--- src/rtl/accumulator_64b_pp_pkg.sv ---
// rtl/accumulator_64b_pp_pkg.sv - shared state type and default widths for the group accumulator
package accumulator_pkg;

  localparam int DefDw = 64;
  localparam int DefGw = 16;
  localparam int DefLw = 8;

  typedef enum logic [1:0] {
    IDLE = 2'd0,
    ACC  = 2'd1,
    HOLD = 2'd2
  } accState_t;

endpackage

--- src/rtl/accumulator_64b_pp_if.sv ---
// rtl/accumulator_64b_pp_if.sv - product-in / group-sum-out handshake bundle
interface accumulator_64b_pp_if
  import accumulator_pkg::*;
#(
  parameter int DW = DefDw,
  parameter int GW = DefGw,
  parameter int LW = DefLw
);
  logic               iValid;
  logic [DW-1:0]      iData;
  logic [LW-1:0]      iLen;
  logic               iReady;
  logic               oReady;
  logic               oValid;
  logic [DW+GW-1:0]   oData;
  logic               oOvf;

  modport slave (
    input  iValid, iData, iLen, iReady,
    output oReady, oValid, oData, oOvf
  );

  modport master (
    output iValid, iData, iLen, iReady,
    input  oReady, oValid, oData, oOvf
  );
endinterface

--- src/rtl/accumulator_64b_pp_adder_sat.sv ---
// rtl/accumulator_64b_pp_adder_sat.sv - unsigned DW+GW adder; ACCUMULATOR_SAT_EN clamps on carry-out
module adder_sat
  import accumulator_pkg::*;
#(
  parameter int DW = DefDw,
  parameter int GW = DefGw
) (
  input  logic [DW+GW-1:0] iA,
  input  logic [DW-1:0]    iB,
  output logic [DW+GW-1:0] oSum,
  output logic             oOvf
);
  localparam int W = DW + GW;

  logic [W-1:0] bExt;
  assign bExt = W'(iB);

`ifdef ACCUMULATOR_SAT_EN
  logic [W:0] wide;
  assign wide = {1'b0, iA} + {1'b0, bExt};
  assign oOvf = wide[W];
  // An all-ones accumulator overflows again on any non-zero addend, so saturation sticks.
  assign oSum = wide[W] ? {W{1'b1}} : wide[W-1:0];
`else
  assign oSum = iA + bExt;
  assign oOvf = 1'b0;
`endif
endmodule

--- src/rtl/accumulator_64b_pp.sv ---
// rtl/accumulator_64b_pp.sv - groups iLen products into one sum; ACCUMULATOR_SAT_EN enables saturation
module accumulator_64b_pp
  import accumulator_pkg::*;
#(
  parameter int DW = DefDw,
  parameter int GW = DefGw,
  parameter int LW = DefLw
) (
  input  logic                 iClk,
  input  logic                 iRst,
  input  logic                 iEn,
  input  logic                 iClr,
  accumulator_64b_pp_if.slave  bus
);
  localparam int W = DW + GW;

  accState_t     state, stateNext;
  logic [W-1:0]  acc, accNext, addSum;
  logic [LW-1:0] cnt, cntNext, len, lenNext, lenFirst;
  logic          ovf, ovfNext, addOvf, beat;

  adder_sat #(.DW(DW), .GW(GW)) uAdd (
    .iA   (acc),
    .iB   (bus.iData),
    .oSum (addSum),
    .oOvf (addOvf)
  );

  assign bus.oReady = (state != HOLD);
  assign bus.oValid = (state == HOLD);
  assign bus.oData  = acc;
  assign bus.oOvf   = ovf;

  assign beat     = bus.iValid && bus.oReady && iEn && !iClr;
  assign lenFirst = (bus.iLen == '0) ? LW'(1) : bus.iLen;

  always_ff @(posedge iClk or posedge iRst) begin
    if (iRst) begin
      state <= IDLE;
      acc   <= '0;
      cnt   <= '0;
      len   <= '0;
      ovf   <= 1'b0;
    end else begin
      state <= stateNext;
      acc   <= accNext;
      cnt   <= cntNext;
      len   <= lenNext;
      ovf   <= ovfNext;
    end
  end

  always_comb begin
    stateNext = state;
    accNext   = acc;
    cntNext   = cnt;
    lenNext   = len;
    ovfNext   = ovf;
    if (iClr) begin
      stateNext = IDLE;
      accNext   = '0;
      cntNext   = '0;
      lenNext   = '0;
      ovfNext   = 1'b0;
    end else if (iEn) begin
      unique case (state)
        IDLE: begin
          if (beat) begin
            accNext   = W'(bus.iData);
            cntNext   = LW'(1);
            lenNext   = lenFirst;
            ovfNext   = 1'b0;
            stateNext = (lenFirst == LW'(1)) ? HOLD : ACC;
          end
        end
        ACC: begin
          if (beat) begin
            accNext = addSum;
            cntNext = cnt + LW'(1);
            ovfNext = ovf | addOvf;
            if (cnt + LW'(1) == len) stateNext = HOLD;
          end
        end
        HOLD: begin
          // Result is held until downstream takes it; the freed cycle is the group bubble.
          if (bus.iReady) begin
            stateNext = IDLE;
            ovfNext   = 1'b0;
          end
        end
        default: stateNext = IDLE;
      endcase
    end
  end
endmodule

--- src/flat_wrapper.sv ---
// flat-port wrapper written by rule: the top's interface ports become plain ports
module accumulator_64b_pp_flat import accumulator_pkg::*;
#(
  parameter int DW = DefDw,
  parameter int GW = DefGw,
  parameter int LW = DefLw
)
  (iClk, iRst, iEn, iClr, bus_iValid, bus_iData, bus_iLen, bus_iReady, bus_oReady, bus_oValid, bus_oData, bus_oOvf);
  accumulator_64b_pp_if #(.DW(DW), .GW(GW), .LW(LW)) bus_i ();
  input  logic iClk;
  input  logic iRst;
  input  logic iEn;
  input  logic iClr;
  input wire logic [$bits(bus_i.iValid)-1:0] bus_iValid;
  input wire logic [$bits(bus_i.iData)-1:0] bus_iData;
  input wire logic [$bits(bus_i.iLen)-1:0] bus_iLen;
  input wire logic [$bits(bus_i.iReady)-1:0] bus_iReady;
  output wire logic [$bits(bus_i.oReady)-1:0] bus_oReady;
  output wire logic [$bits(bus_i.oValid)-1:0] bus_oValid;
  output wire logic [$bits(bus_i.oData)-1:0] bus_oData;
  output wire logic [$bits(bus_i.oOvf)-1:0] bus_oOvf;
  assign bus_i.iValid = bus_iValid;
  assign bus_i.iData = bus_iData;
  assign bus_i.iLen = bus_iLen;
  assign bus_i.iReady = bus_iReady;
  assign bus_oReady = bus_i.oReady;
  assign bus_oValid = bus_i.oValid;
  assign bus_oData = bus_i.oData;
  assign bus_oOvf = bus_i.oOvf;
  accumulator_64b_pp #(.DW(DW), .GW(GW), .LW(LW)) u_core (.iClk(iClk), .iRst(iRst), .iEn(iEn), .iClr(iClr), .bus(bus_i));
endmodule
--- config.mk ---
export PLATFORM = sky130hd
export DESIGN_NAME = accumulator_64b_pp_flat
export DESIGN_NICKNAME = d
export VERILOG_FILES = /design/src/rtl/accumulator_64b_pp_pkg.sv /design/src/rtl/accumulator_64b_pp_if.sv /design/src/rtl/accumulator_64b_pp_adder_sat.sv /design/src/rtl/accumulator_64b_pp.sv /design/src/flat_wrapper.sv
export SDC_FILE = /design/constraint.sdc
export NUM_CORES = 1
export LEC_CHECK = 0
export BUFFER_PORTS_ARGS = -buffer_cell sky130_fd_sc_hd__buf_2
export CAP_MARGIN = 20
export CORE_MARGIN = 2
export CORE_UTILIZATION = 62
export CTS_CLUSTER_SIZE = 20
export DETAILED_ROUTE_END_ITERATION = 10
export PLACE_DENSITY = 0.92
export SETUP_SLACK_MARGIN = 0.1
export SYNTH_ARGS = -nofsm -noshare
export SYNTH_HDL_FRONTEND = slang
export SYNTH_SLANG_ARGS = --single-unit
--- constraint.sdc ---
create_clock -name iClk -period 4.57 [get_ports iClk]
set_input_delay 0.457 -clock iClk [delete_from_list [all_inputs] [get_ports iClk]]
set_output_delay 0.457 -clock iClk [all_outputs]
set_load 0.005 [all_outputs]
Word level (Yosys, flattened, before mapping)
Index checks and enable logic that the tools add are counted.
{ "totals": {"register_bits": 99, "in_bits": 78, "out_inout_bits": 83, "elab_cells": 59} }
{ "op_classes": {"addsub": 2, "eq_ne": 9, "muxes": 28, "n_reduce_logical": 15} }
{ "op_table": {"columns": ["operator", "count"], "rows": [
  ["$mux W80", 4],
  ["$pmux W80 S2", 1],
  ["$add A80 B64 Y80", 1],
  ["$mux W8", 9],
  ["$pmux W8 S2", 1],
  ["$mux W2", 7],
  ["$ne A3 B2 Y1 const B", 3],
  ["$add A8 B1 Y8 const B", 1],
  ["$eq A8 B1 Y1 const B", 1],
  ["$eq A8 B8 Y1", 1],
  ["$logic_not A8 Y1", 1],
  ["$reduce_and A4 Y1", 2],
  ["$pmux W2 S3", 1],
  ["$reduce_bool A2 Y1", 3],
  ["$reduce_bool A3 Y1", 2],
  ["$reduce_and A5 Y1", 1],
  ["$mux W1", 4],
  ["$logic_and A1 B1 Y1", 3],
  ["$ne A3 B3 Y1 const B", 1],
  ["$reduce_and A3 Y1", 1],
  ["$eq A2 B1 Y1 const B", 1],
  ["$eq A2 B2 Y1 const B", 1],
  ["$logic_not A2 Y1", 1],
  ["$ne A2 B2 Y1 const B", 1],
  ["2 further kinds", 2]
]} }

Logic depth before layout (Yosys ltp)
{ "depth": {"word_depth": 8, "mapped_depth": 13, "mapped_depth_nobuf": 13} }

By module
From an unflattened synthesis, not the netlist that was laid out.
{ "hier_totals": {"hier_cells": 1192, "area_unflattened_um2": 9047.4} }
{ "modules_own_cells": {"columns": ["module", "n_inst", "cells_per_inst", "area_per_inst_um2", "seq_area_each_um2"], "rows": [
  ["accumulator_64b_pp", 1, 562, 4823.4, 2477.4],
  ["adder_sat", 1, 630, 4224.1, 0.0]
]} }

Least setup slack after synthesis
OpenSTA, ideal clock, no wires.
{ "synth_path": {"path_type": "input to register", "from": "input port bus_iData[0]", "to": "register u_core.acc[42], in the netlist u_core.bus.oData[42]", "setup_time_ns": 0.099, "t_arrival_ns": 2.828, "required_time_ns": 4.471, "path_slack_ns": 1.642, "path_stages": 13, "n_path_buf": 0, "cell_sequence": "ha_1 > inv_1 > fa_1 > nor2b_1 > o31ai_2 > a2111oi_2 > o31a_1 > o21ai_0 > and2_1 > o311ai_1 > xnor2_1 > nand2_1 > a311oi_1"} }
{ "synth_via": {"elab_chain_len": 5} }
{ "synth_lines": {"columns": ["element", "line", "text"], "rows": [
  ["start, declared", "flat_wrapper.sv:15", "input wire logic [$bits(bus_i.iData)-1:0] bus_iData;"],
  ["$add A80 B64 Y80", "accumulator_64b_pp_adder_sat.sv:25", "assign oSum = iA + bExt;"],
  ["$mux W80", "accumulator_64b_pp.sv:77", "if (beat) begin"],
  ["$pmux W80 S2", "accumulator_64b_pp.sv:66", "unique case (state)"],
  ["$mux W80", "accumulator_64b_pp.sv:65", "end else if (iEn) begin"],
  ["$mux W80", "accumulator_64b_pp.sv:59", "if (iClr) begin"],
  ["end signal, assigned", "accumulator_64b_pp.sv:46", "acc <= accNext;"],
  ["end, declared", "accumulator_64b_pp.sv:18", "logic [W-1:0] acc, accNext, addSum;"]
]} }
No other way between the ends. The select of a mux whose other input is x is not followed.
A chain may end at the register's enable or synchronous reset.

Worst setup path in the final report
{ "layout_path": {"from": "register u_core.acc[0], in the netlist u_core.bus.oData[0]", "to": "register u_core.acc[52], in the netlist u_core.bus.oData[52]"} }
{ "layout_via": {"elab_chain_len": 5} }
{ "layout_lines": {"columns": ["element", "line"], "rows": [
  ["$add A80 B64 Y80", "accumulator_64b_pp_adder_sat.sv:25"],
  ["$mux W80", "accumulator_64b_pp.sv:77"],
  ["$pmux W80 S2", "accumulator_64b_pp.sv:66"],
  ["$mux W80", "accumulator_64b_pp.sv:65"],
  ["$mux W80", "accumulator_64b_pp.sv:59"]
]} }
No other way between the ends. The select of a mux whose other input is x is not followed.

==> results.json <==
{
  "fin_crit_sh_pct": 71.6,
  "leakage_uw": 0.00472,
  "hpwl_mm": 18.6,
  "fillCellCount": 1070,
  "track_usage_pct": 33.9,
  "hold_violations": 0,
  "max_cap_viol_count": 0,
  "hold_buffers": 0,
  "rsz0062_at_grt": "no",
  "ir_drop_mv": 0.188,
  "synth_top_cells_by_count": "nand2_1 (149), nor2_1 (106), a21oi_1 (99)",
  "ys_seq_elements": 98,
  "final_cell_area_mm2": 0.00984,
  "die_width_um": 123,
  "clock.fmax_mhz": 306,
  "fin_util_pct": 71.1,
  "synth_nets": 1233,
  "port_buffers": 159,
  "power_density_mw_per_mm2": 267,
  "criticalPathCategory": "flop to flop",
  "grt_pass1_wl_mm": 40.8,
  "required_ns": 4.83,
  "dieArea_mm2": 0.0150,
  "postSynthAreaPerCell_um2": 8.00,
  "die_h_um": 123,
  "highest_layer": "met4",
  "synthCells": 1089,
  "grt_pass1_vias": 8383,
  "drt_iter0_markers": 668,
  "antenna_found_initial": 0,
  "clk_pin_slew_ns": 0.08,
  "final_antenna_net_count": 0,
  "synth.most_common_cell": "nand2_1",
  "drv_slew": 0,
  "setup_viol": 0,
  "insertion_delay_ns": 0.37,
  "post_cts_buffers": 0,
  "n_antenna_cell": 0,
  "rows": 43,
  "placed_area_mm2": 0.00953,
  "place_congestion": 0.967,
  "path_max_fanout": 4,
  "start_util_pct": 63.0,
  "syn_to_final_growth_pct": 12.8,
  "status": "finished, final reports clean",
  "drt_pass1_iterations": 5,
  "wl_per_cell_um": 18.2,
  "yosysTopAreaCellShare_pct": 28.1,
  "min_path_type": "primary input to asynchronous set/reset pin",
  "remaining_drc_errors": 0,
  "wl_met2_mm": 11.6,
  "cts_tree": "built",
  "synth_top_area_cell": "dfrtp_1",
  "h-tree-depth": 3,
  "num_io_pins": 161,
  "tightestPinTransition_ns": 1.04,
  "slew_headroom_pct": 30.1,
  "crit_path_end_kind": "flop",
  "critPathArrivalTime_ns": 3.53,
  "wl_met1_mm": 10.8,
  "async_reset_ff_share_pct": 100,
  "synth_seq_area_share_pct": 28.1,
  "layout-drive-gt1-share_pct": 18.8,
  "skew_ns": 0.0102,
  "cts_buffers": 9,
  "hold_ws_ns": 0.178,
  "ys_warn_count": 0,
  "ys.flop_type": "dfrtp_1",
  "period_minus_slack_ns": 3.27,
  "finalWirelength_mm": 25.2,
  "core_area_mm2": 0.0138,
  "synth_area_leaders": "dfrtp_1 (28%), ha_1 (9.3%), nand2_1 (6.4%)",
  "tns_ns": 0,
  "wl_met3_mm": 1.96,
  "fin_cells": 1385,
  "max-clock-path-buffers": 2,
  "synth_cell_type_count": 84,
  "clock_sinks": 98,
  "synth_edf_count": 0,
  "dr_total_vias": 8963,
  "vias_per_cell": 6.47,
  "syn_area_mm2": 0.00872,
  "grt_max_degree": 81,
  "place_inst": 1369,
  "start_kind": "flop",
  "nets": 1344,
  "cts_resized": 0,
  "overflow": 0,
  "clockRootBuffer": "clkbuf_16"
}
-- cells by family (layout without fill, tap and decap cells) --
family / count (synthesis) / after routing / share of synthesized area, %
other: 1 / 1 / 0.0430
XOR/XNOR: 83 / 83 / 8.34
AND/OR/NAND/NOR: 388 / 388 / 20.6
flip-flops: 98 / 98 / 28.1
adder cells (fa/ha/maj): 66 / 66 / 9.56
AO/OA/AOI/OAI: 349 / 349 / 27.6
multiplexers: 12 / 12 / 1.38
buffers and inverters: 92 / 208 / 4.28
-- metal layers --
layer | up-vias | global-route usage (%)
li1 | 4201 | -
met1 | 4246 | 46.0
met2 | 442 | 53.1
met3 | 74 | 5.39
met4 | 0 | 15.9
met5 | - | 0
-- critical path: stages, from the launching register on --
cell       delay [ns]
dfrtp_1          0.40
ha_1             0.23
inv_1            0.08
fa_1             0.19
nor2b_1          0.08
o31ai_2          0.36
a21boi_1         0.12
or2_2            0.34
a21oi_2          0.34
o21ai_4          0.15
a31oi_4          0.24
o31ai_2          0.11
xnor2_1          0.15
a2111oi_2        0.36
-- power by group --
part	switching [µW]	leakage (µW)	internal [µW]	total (µW)
clock network	384	0.000152	431	816
registers	42.4	0.00133	910	953
logic	525	0.00324	334	858
total	951	0.00472	1680	2630
-- state kept, by name, indices dropped and copies added, names as in the netlist --
name	count
u_core.state	2
u_core.bus.oData	80
u_core.len	8
u_core.cnt	8
-- cell usage in the layout, fill, tap and decap left out, types with 4 or more instances in the layout --
cell         n
a31oi_1     17
a221oi_1     4
dfrtp_1     98
or2_2        7
o21bai_1    10
o22ai_1      7
xor2_1      37
nand2_1    149
a211oi_1    24
and3_1      11
and4_1       4
a21o_1      26
and2_1       6
clkbuf_16    9
nor2_1     105
buf_2      159
nand4_1     22
a2111oi_2    4
nand3_1     18
buf_4        8
nor2b_1      5
xnor2_1     46
nor4_1       5
inv_1       24
nand2b_1     7
o21ai_1      4
mux2i_1     12
o21ai_0     63
nor3b_1     12
a21oi_1     99
a21oi_2      4
a311oi_1    28
ha_1        65
nor3_1      18
o21a_1       4
o211ai_1     6
-- cell type report --
cell class	count	area [µm²]	share of cell area, %
Multi-Input combinational cell	899	5900	60.0
Clock buffer	9	225	2.29
Tap cell	180	225	2.29
Clock inverter	7	77.6	0.789
Inverter	25	96.3	0.980
Timing Repair Buffer	167	856	8.70
Sequential cell	98	2450	24.9
-- per-stage QoR --
step / setup WS (ns) / total power [µW]
5_1_grt: 1.06 / 2750
2_1_floorplan: 1.55 / 1570
3_3_place_gp: 1.32 / 1790
6_report: 1.30 / 2630
4_1_cts: 1.36 / 2610
3_5_place_dp: 1.21 / 1810
-- worst paths after layout --
| kind | from | to | slack (ns) | depth (start not counted) |
|---|---|---|---|---|
| max reg2reg | u_core.bus.oData[0] | u_core.bus.oData[52] | 1.30 | 13 |
| max | u_core.bus.oData[0] | u_core.bus.oData[52] | 1.30 | 13 |
| min reg2reg | u_core.cnt[7] | u_core.cnt[7] | 0.51 | 2 |
| min in group iClk | bus_iLen[0] | u_core.len[0] | 0.34 | 3 |
| max in group asynchronous | iRst | u_core.bus.oData[45] | 3.32 | 3 |
| min | iRst | u_core.bus.oData[71] | 0.18 | 2 |
No activity file was read; power rests on OpenSTA's default activity.
